`src/rtl/mem_pkg.sv`:
```
// mem_pkg -- shared definitions for the memory access controller.
//
// Holds the controller FSM state encoding, the RV32I load/store width codes,
// the default lowest byte address of the writable data region, and the
// request legality check used when a request is accepted.
//
// Build option: define MEM_ACCESS_SUBWORD_EN to make byte and halfword
// accesses legal. Without it, only word accesses (funct3 = 010) are accepted.
package mem_pkg;

    typedef enum logic [1:0] {
        ST_IDLE  = 2'd0,
        ST_READ  = 2'd1,
        ST_WRITE = 2'd2,
        ST_RESP  = 2'd3
    } state_t;

    localparam logic [2:0] F3_B  = 3'b000;
    localparam logic [2:0] F3_H  = 3'b001;
    localparam logic [2:0] F3_W  = 3'b010;
    localparam logic [2:0] F3_BU = 3'b100;
    localparam logic [2:0] F3_HU = 3'b101;

    localparam logic [31:0] DATA_BASE_DEFAULT = 32'd1024;

    // Returns 1 when a request must be rejected: bad width code for its
    // direction, misaligned halfword/word, or a store below the data region.
    function automatic logic access_error(input logic        we,
                                          input logic [2:0]  funct3,
                                          input logic [31:0] addr,
                                          input logic [31:0] data_base);
        logic err;
        err = 1'b0;
`ifdef MEM_ACCESS_SUBWORD_EN
        case (funct3)
            F3_B:    err = 1'b0;
            F3_H:    err = addr[0];
            F3_W:    err = (addr[1:0] != 2'b00);
            F3_BU:   err = we;
            F3_HU:   err = we | addr[0];
            default: err = 1'b1;
        endcase
`else
        err = (funct3 != F3_W) || (addr[1:0] != 2'b00);
`endif
        if (we && (addr < data_base)) begin
            err = 1'b1;
        end
        return err;
    endfunction

endpackage

```
`src/rtl/mem_lane_align.sv`:
```
// mem_lane_align -- combinational byte-lane steering.
//
// Ports:
//   word       in  32  word read from memory (little-endian)
//   addr_lo    in   2  low byte-address bits of the access
//   funct3     in   3  RV32I width code of the access
//   wdata      in  32  right-justified store data
//   load_data  out 32  extracted and sign/zero-extended load result
//   store_word out 32  word to write back (sub-word merged into word)
//
// Build option: MEM_ACCESS_SUBWORD_EN enables lane extraction and merging;
// without it both outputs pass the full word straight through.
module mem_lane_align
    import mem_pkg::*;
(
    input  logic [31:0] word,
    input  logic [1:0]  addr_lo,
    input  logic [2:0]  funct3,
    input  logic [31:0] wdata,
    output logic [31:0] load_data,
    output logic [31:0] store_word
);

`ifdef MEM_ACCESS_SUBWORD_EN
    logic [7:0]  byte_sel;
    logic [15:0] half_sel;

    always_comb begin
        byte_sel = word[{addr_lo, 3'b000} +: 8];
        half_sel = addr_lo[1] ? word[31:16] : word[15:0];

        // funct3[2] selects zero extension (lbu/lhu).
        case (funct3[1:0])
            2'b00:   load_data = funct3[2] ? {24'd0, byte_sel}
                                           : {{24{byte_sel[7]}}, byte_sel};
            2'b01:   load_data = funct3[2] ? {16'd0, half_sel}
                                           : {{16{half_sel[15]}}, half_sel};
            default: load_data = word;
        endcase

        store_word = word;
        case (funct3[1:0])
            2'b00: store_word[{addr_lo, 3'b000} +: 8] = wdata[7:0];
            2'b01: begin
                if (addr_lo[1]) begin
                    store_word[31:16] = wdata[15:0];
                end else begin
                    store_word[15:0] = wdata[15:0];
                end
            end
            default: store_word = wdata;
        endcase
    end
`else
    // Word-only build: lane selection is meaningless, so these are sunk.
    logic unused_lane_bits;
    assign unused_lane_bits = ^{addr_lo, funct3};
    assign load_data  = word;
    assign store_word = wdata;
`endif

endmodule

```
`src/rtl/mem_access_ctrl.sv`:
```
// mem_access_ctrl -- single-outstanding load/store controller between a core
// and a word-wide unified memory.
//
// Ports:
//   clk, reset          clock; asynchronous active-high reset
//   req_valid/req_ready request handshake (see below)
//   req_we, req_funct3  store flag and RV32I width code
//   req_addr, req_wdata byte address and right-justified store data
//   rsp_valid           one-cycle completion pulse
//   rsp_rdata, rsp_err  extended load data (0 for stores/errors), reject flag
//   mem_addr            word-aligned memory address (0 outside READ/WRITE)
//   mem_wdata, mem_we   full-word write data and write strobe
//   mem_rdata           combinational memory read data
//   dbg_state           current FSM state (mem_pkg::state_t encoding)
//
// Handshake: a request is taken on a rising edge where req_valid and
// req_ready are both 1. req_ready is 1 only in IDLE; req_valid in any other
// state is ignored and nothing is queued. rsp_valid is a single-cycle pulse
// with no back-pressure; rsp_err and rsp_rdata are meaningful only with it.
//
// Build option: MEM_ACCESS_SUBWORD_EN enables byte/halfword accesses via a
// read-merge-write sequence for sub-word stores.
module mem_access_ctrl
    import mem_pkg::*;
#(
    parameter logic [31:0] DATA_BASE = DATA_BASE_DEFAULT
) (
    input  logic        clk,
    input  logic        reset,
    input  logic        req_valid,
    output logic        req_ready,
    input  logic        req_we,
    input  logic [2:0]  req_funct3,
    input  logic [31:0] req_addr,
    input  logic [31:0] req_wdata,
    output logic        rsp_valid,
    output logic [31:0] rsp_rdata,
    output logic        rsp_err,
    output logic [31:0] mem_addr,
    output logic [31:0] mem_wdata,
    output logic        mem_we,
    input  logic [31:0] mem_rdata,
    output logic [1:0]  dbg_state
);

    state_t      state_q, state_d;
    logic [31:0] addr_q;
    logic        we_q;
    logic [2:0]  funct3_q;
    logic [31:0] wdata_q;
    logic [31:0] rdata_q;
    logic        err_q;

    logic        accept;
    logic        req_err;
    logic [31:0] load_data;
    logic [31:0] store_word;

    assign accept  = (state_q == ST_IDLE) && req_valid;
    assign req_err = access_error(req_we, req_funct3, req_addr, DATA_BASE);

    mem_lane_align u_lane_align (
        .word       (mem_rdata),
        .addr_lo    (addr_q[1:0]),
        .funct3     (funct3_q),
        .wdata      (wdata_q),
        .load_data  (load_data),
        .store_word (store_word)
    );

    always_ff @(posedge clk or posedge reset) begin
        if (reset) begin
            state_q  <= ST_IDLE;
            addr_q   <= '0;
            we_q     <= 1'b0;
            funct3_q <= '0;
            wdata_q  <= '0;
            rdata_q  <= '0;
            err_q    <= 1'b0;
        end else begin
            state_q <= state_d;
            if (accept) begin
                addr_q   <= req_addr;
                we_q     <= req_we;
                funct3_q <= req_funct3;
                wdata_q  <= req_wdata;
                err_q    <= req_err;
                // Cleared here so stores and errors respond with zero data.
                rdata_q  <= '0;
            end
            if (state_q == ST_READ) begin
                if (we_q) begin
                    wdata_q <= store_word;
                end else begin
                    rdata_q <= load_data;
                end
            end
        end
    end

    always_comb begin
        state_d   = state_q;
        req_ready = 1'b0;
        rsp_valid = 1'b0;
        rsp_rdata = '0;
        rsp_err   = 1'b0;
        mem_addr  = '0;
        mem_wdata = '0;
        mem_we    = 1'b0;

        case (state_q)
            ST_IDLE: begin
                req_ready = 1'b1;
                if (req_valid) begin
                    if (req_err) begin
                        state_d = ST_RESP;
                    end else if (req_we && (req_funct3 == F3_W)) begin
                        state_d = ST_WRITE;
                    end else begin
                        state_d = ST_READ;
                    end
                end
            end
            ST_READ: begin
                mem_addr = {addr_q[31:2], 2'b00};
`ifdef MEM_ACCESS_SUBWORD_EN
                state_d  = we_q ? ST_WRITE : ST_RESP;
`else
                state_d  = ST_RESP;
`endif
            end
            ST_WRITE: begin
                mem_addr  = {addr_q[31:2], 2'b00};
                mem_wdata = wdata_q;
                mem_we    = 1'b1;
                state_d   = ST_RESP;
            end
            ST_RESP: begin
                rsp_valid = 1'b1;
                rsp_err   = err_q;
                rsp_rdata = rdata_q;
                state_d   = ST_IDLE;
            end
            default: state_d = ST_IDLE;
        endcase
    end

    assign dbg_state = state_q;

endmodule

```
`config.mk`:
```
export PLATFORM = sky130hd
export DESIGN_NAME = mem_access_ctrl
export DESIGN_NICKNAME = d
export VERILOG_FILES = /design/src/rtl/mem_pkg.sv /design/src/rtl/mem_lane_align.sv /design/src/rtl/mem_access_ctrl.sv
export SDC_FILE = /design/constraint.sdc
export NUM_CORES = 1
export LEC_CHECK = 0
export CORE_AREA = 2 2 133 109
export DETAILED_ROUTE_END_ITERATION = 7
export DIE_AREA = 0 0 135 111
export GPL_TIMING_DRIVEN = 0
export MAX_ROUTING_LAYER = met4
export PLACE_DENSITY = 0.73
export SLEW_MARGIN = 20
export SYNTH_ARGS = -nofsm -noshare
export SYNTH_HDL_FRONTEND = slang
export SYNTH_HIERARCHICAL = 1
export SYNTH_SLANG_ARGS = --single-unit
```
`constraint.sdc`:
```
create_clock -name clk -period 7.95 [get_ports clk]
set_input_delay 1.59 -clock clk [delete_from_list [all_inputs] [get_ports clk]]
set_output_delay 1.59 -clock clk [all_outputs]
set_load 0.05 [all_outputs]
```
==> impl_metrics.py, run 1 <==
metrics = {
    "run_status": {
        "status": "finished, final reports clean",
    },
    "floorplan": {
        "ios": 205,
        "core_area_um2": 13900,
        "dieArea_um2": 15000,
        "start_util_pct": 37.4,
        "die_h_um": 111,
        "rows": 39,
        "fp.dieW_um": 135,
    },
    "sta": {
        "fin_crit_ps": 4230,
        "fin_crit_sh_pct": 53.3,
        "final.setup.tns_ps": 0,
        "rsz0062_at_grt": "no",
        "worstMarginPinSlew_ps": 547,
        "whs_ps": 479,
        "fin_ws_ps": 3720,
        "fmax_mhz": 236,
        "setup_viol": 0,
        "clock-skew-final_ps": 4.03,
        "slew-limit-headroom_pct": 63.4,
        "hold_viol": 0,
        "maxSlewViolCount": 0,
    },
    "critical_path": {
        "setup.worst_path.end_class": "primary output",
        "r2r-start": "dbg_state[0]",
        "start_kind": "register",
        "crit_arrival_ps": 2640,
        "crit_required_ps": 6360,
        "worstSetupStartpoint": "dbg_state[0]",
        "path_class": "register to primary output",
        "cp_max_fo": 10,
    },
    "power_and_ir_drop": {
        "powerDensity_nw_per_um2": 476,
        "p_leak_nw": 3.17,
        "vdd_drop_max_v": 0.000332,
    },
    "clock_network": {
        "cts_root_buf": "clkbuf_16",
        "cts_resized": 0,
        "insertion_delay_ps": 340,
        "htreeDepth": 3,
        "cts_buffers": 9,
        "clock_path_buffers": 2,
        "cts_tree": "done",
        "post-cts-setup-buffers": 0,
        "clock_sinks": 98,
        "cts_hold_buf": 0,
        "clk_pin_slew_ps": 60,
    },
    "global_routing": {
        "gr-total-overflow": 0,
        "antenna_found_initial": 0,
        "grt_use_total_pct": 18.2,
        "grt_pass1_vias": 4116,
        "grt_max_degree": 70,
        "grt_first_pass_wirelength_mm": 20.9,
    },
    "synthesis": {
        "synth_area_um2": 5190,
        "syn_avg_cell_area_um2": 10.7,
        "yosysWarnings": 6,
        "syn_inst": 485,
    },
    "detailed_routing": {
        "drt_iter0_markers": 91,
        "drt_wl_total_mm": 12.9,
        "routed_via_density": 4.59,
        "drtPass1Iterations": 4,
        "ant_nets": 0,
        "drc_errors": 0,
        "vias": 3928,
        "wl_per_cell_um": 15.0,
    },
    "finish": {
        "multi_input_area_um2": 2080,
        "fillerInstances": 1234,
        "antenna_cells": 0,
        "drive_gt1_share_pct": 14.9,
        "final_common_cell": "clkdlybuf4s50_1",
        "layout.nets": 776,
        "seq_area_um2": 2450,
        "area_delta_synth_final_pct": 43.8,
        "utilization_pct": 53.8,
        "final_cell_mix": "clkdlybuf4s50_1, dfrtp_1, and2_1",
    },
    "placed_design": {
        "place_hpwl_mm": 9.91,
        "portBuffers": 170,
        "place_congestion": 0.808,
        "dp_slack_ps": 4010,
    },
    "flow_run": {
        "maxCapViolations": 0,
    },
    "worst_hold_path": {
        "hold_path_class": "register to register",
        "hp-start": "addr_q[5]",
    },
}
[worst paths after layout]
path / cells after the start / end / slack (ps)
worst min register to register: 1 / addr_q[5] / 480
max in group asynchronous: 3 / addr_q[22] / 5720
worst min-delay path: 1 / addr_q[5] / 480
worst max-delay path: 5 / mem_addr[31] / 3720
worst max register to register: 6 / addr_q[29] / 6090
min in group asynchronous: 2 / wdata_q[22] / 1590
[worst max-delay path, stage by stage, from the launching register on]
cell and delay [ps]:
dfrtp_1 450, inv_1 110, ha_1 390, clkbuf_1 330, and2_1 190, clkdlybuf4s50_1 830
[where the power goes]
part           leakage [nW]  total [W]  switching (W)  internal (W)
Sequential             1.20   0.000875       0.000136      0.000739
Clock                 0.148   0.000442       0.000182      0.000259
Combinational          1.82    0.00224        0.00136      0.000877
[stage by stage]
step                cells  power (W)  area, um^2
global placement      840    0.00309        7120
floorplan             486    0.00243        5190
finish                856    0.00355        7460
global route          856    0.00376        7460
CTS                   856    0.00359        7460
detailed placement    841    0.00313        7150
[registers in the layout, summed over array words and instances (netlist names)]
register and cells:
addr_q 30, dbg_state 2, rdata_q 32, wdata_q 32
err_q 1, we_q 1
[cell type report]
cell class | count | share of cell area [%]
Timing Repair Buffer | 171 | 23.2
Multi-Input combinational cell | 287 | 27.9
Tap cell | 184 | 3.09
Sequential cell | 98 | 32.9
Inverter | 5 | 0.319
Clock inverter | 4 | 0.688
Clock buffer | 11 | 3.39
Buffer | 96 | 8.59
[layer usage]
metal  global-route usage, %  vias up  part of all wire [%]
li1                        -     1924                     -
met1                    23.1     1874                    45
met4                    3.68        0                   1.3
met5                       -        -                     0
met3                    4.98       16                   5.3
met2                    29.3      114                    49
Note: power is estimated with default switching activity, not from simulation.
==> inputs of run 2 (changes only) <==
==> constraint.sdc (replaced) <==
create_clock -name clk -period 4.1 [get_ports clk]
set_input_delay 0.82 -clock clk [delete_from_list [all_inputs] [get_ports clk]]
set_output_delay 0.82 -clock clk [all_outputs]
set_load 0.05 [all_outputs]
==> results of run 2 <==
Same layout as run 1 (identical final DEF). Status: finished, final reports clean.
Among the figures that moved: setup slack after placement 4010 ps -> 933 ps; setup slack after layout 3720 ps -> 635 ps; register-to-register setup slack 6090 ps -> 2240 ps; total power 0.00355 W -> 0.00689 W; worst IR drop on VDD 0.000332 V -> 0.000644 V
==> inputs of run 3 (changes only) <==
==> constraint.sdc (replaced) <==
create_clock -name clk -period 3.34 [get_ports clk]
set_input_delay 0.668 -clock clk [delete_from_list [all_inputs] [get_ports clk]]
set_output_delay 0.668 -clock clk [all_outputs]
set_load 0.05 [all_outputs]
==> run 3 against run 2 <==
  * Cell count unchanged
  * Cell area increased by 1.2%
  * Register-to-register slack worse by 760 ps
  * Utilization rose by 0.62 points
  * Global-route usage hardly changed
  * Combinational power is 20% higher
  * Critical path type unchanged
==> impl_metrics.py, run 3 (synthesis gave the netlist of run 1 again) <==
metrics = {
    "run_status": {
        "status": "finished, final reports clean",
    },
    "detailed_routing": {
        "ant_nets": 0,
        "routed_via_density": 4.62,
        "drt_wl_total_mm": 13.1,
        "drtPass1Iterations": 4,
        "vias": 3957,
        "wl_per_cell_um": 15.3,
        "drc_errors": 0,
        "drt_iter0_markers": 117,
    },
    "clock_network": {
        "clock_path_buffers": 2,
        "clk_pin_slew_ps": 60,
        "cts_buffers": 9,
        "htreeDepth": 3,
        "cts_root_buf": "clkbuf_16",
        "cts_hold_buf": 0,
        "cts_tree": "done",
        "insertion_delay_ps": 340,
        "clock_sinks": 98,
    },
    "finish": {
        "utilization_pct": 54.4,
        "layout.nets": 776,
        "final_cell_mix": "clkdlybuf4s50_1, dfrtp_1, and2_1",
        "antenna_cells": 0,
        "fillerInstances": 1229,
        "final_cells": 856,
        "drive_gt1_share_pct": 14.9,
        "final_area_um2": 7540,
        "area_delta_synth_final_pct": 45.5,
        "reg.largest.list": "rdata_q (32), wdata_q (32), addr_q (30)",
        "final_common_cell": "clkdlybuf4s50_1",
    },
    "floorplan": {
        "fp.dieW_um": 135,
        "ios": 205,
        "rows": 39,
        "start_util_pct": 37.4,
        "core_area_um2": 13900,
        "die_h_um": 111,
        "dieArea_um2": 15000,
    },
    "sta": {
        "hold_viol": 0,
        "fmax_mhz": 319,
        "rsz0062_at_grt": "no",
        "whs_ps": 478,
        "clock-skew-final_ps": 4.39,
        "slew-limit-headroom_pct": 63.9,
        "setup_viol": 0,
        "maxSlewViolCount": 0,
        "fin_crit_sh_pct": 93.8,
        "fin_crit_ps": 3130,
        "worstMarginPinSlew_ps": 540,
    },
    "power_and_ir_drop": {
        "powerDensity_nw_per_um2": 1100,
        "vdd_drop_max_v": 0.000749,
        "power_w": 0.00832,
        "p_leak_nw": 3.91,
    },
    "flow_run": {
        "maxCapViolations": 0,
    },
    "global_routing": {
        "antenna_found_initial": 0,
        "gr-total-overflow": 0,
        "grt_max_degree": 70,
        "grt_first_pass_wirelength_mm": 20.9,
        "grt_use_total_pct": 18.2,
        "grt_pass1_vias": 4114,
    },
    "critical_path": {
        "cp_max_fo": 10,
        "path_class": "register to primary output",
        "start_kind": "register",
        "crit_required_ps": 2670,
        "setup.worst_path.end_class": "primary output",
        "crit_arrival_ps": 2460,
    },
    "placed_design": {
        "postPlaceCellArea_um2": 7150,
        "place_hpwl_mm": 9.91,
        "numPlacedInstances": 841,
        "portBuffers": 170,
        "place_congestion": 0.808,
    },
    "worst_hold_path": {
        "hold_path_class": "register to register",
    },
}
run 3: layout make-up:
class | instances | area (um^2) | area share, %
Buffer | 96 | 641 | 8.49
Clock buffer | 11 | 253 | 3.35
Clock inverter | 4 | 51.3 | 0.680
Tap cell | 184 | 230 | 3.05
Multi-Input combinational cell | 287 | 2080 | 27.5
Timing Repair Buffer | 171 | 1820 | 24.1
Sequential cell | 98 | 2450 | 32.5
Inverter | 5 | 23.8 | 0.315
run 3: repair_timing:
action | CTS | global route
setup buffers | 0 | 0
cloned | 0 | 0
endpoints found under the setup margin | 17 | 43
resized for setup | 17 | 43
run 3: worst paths after layout:
check	startpoint	to	slack [ps]	cells after the start
worst max-delay path	dbg_state[1]	rsp_rdata[6]	210	4
worst min-delay path	addr_q[5]	addr_q[5]	480	1
worst max register to register	dbg_state[0]	addr_q[29]	1480	6
worst min register to register	addr_q[5]	addr_q[5]	480	1
max in group asynchronous	reset	addr_q[24]	2040	3
min in group asynchronous	reset	wdata_q[22]	670	2
run 3: worst max-delay path, cell delays in order, from the launching register on:
cell and delay (ps):
dfrtp_1 450, ha_1 330, clkbuf_1 340, and2_1 180, clkdlybuf4s50_1 820
run 3: power by group:
part / total, W / switching [W] / internal, W
sequential: 0.00208 / 0.000324 / 0.00176
clock: 0.00105 / 0.000437 / 0.000617
combinational: 0.00518 / 0.00322 / 0.00196
run 3: stage by stage:
stage	setup TNS (ps)	setup WS, ps
finish	0	208
floorplan	0	110
detailed placement	0	325
global placement	-136050	-1390
global route	0	71.8
CTS	0	6.33
run 3: layer usage:
layer,vias to the layer above,wire (um),part of all wire [%],track usage (%)
li1,1922,-,-,-
met1,1907,5810,44,23.1
met2,112,6380,49,29.4
met3,16,700,5.4,4.98
met4,0,170,1.3,3.68
met5,-,0,0,-
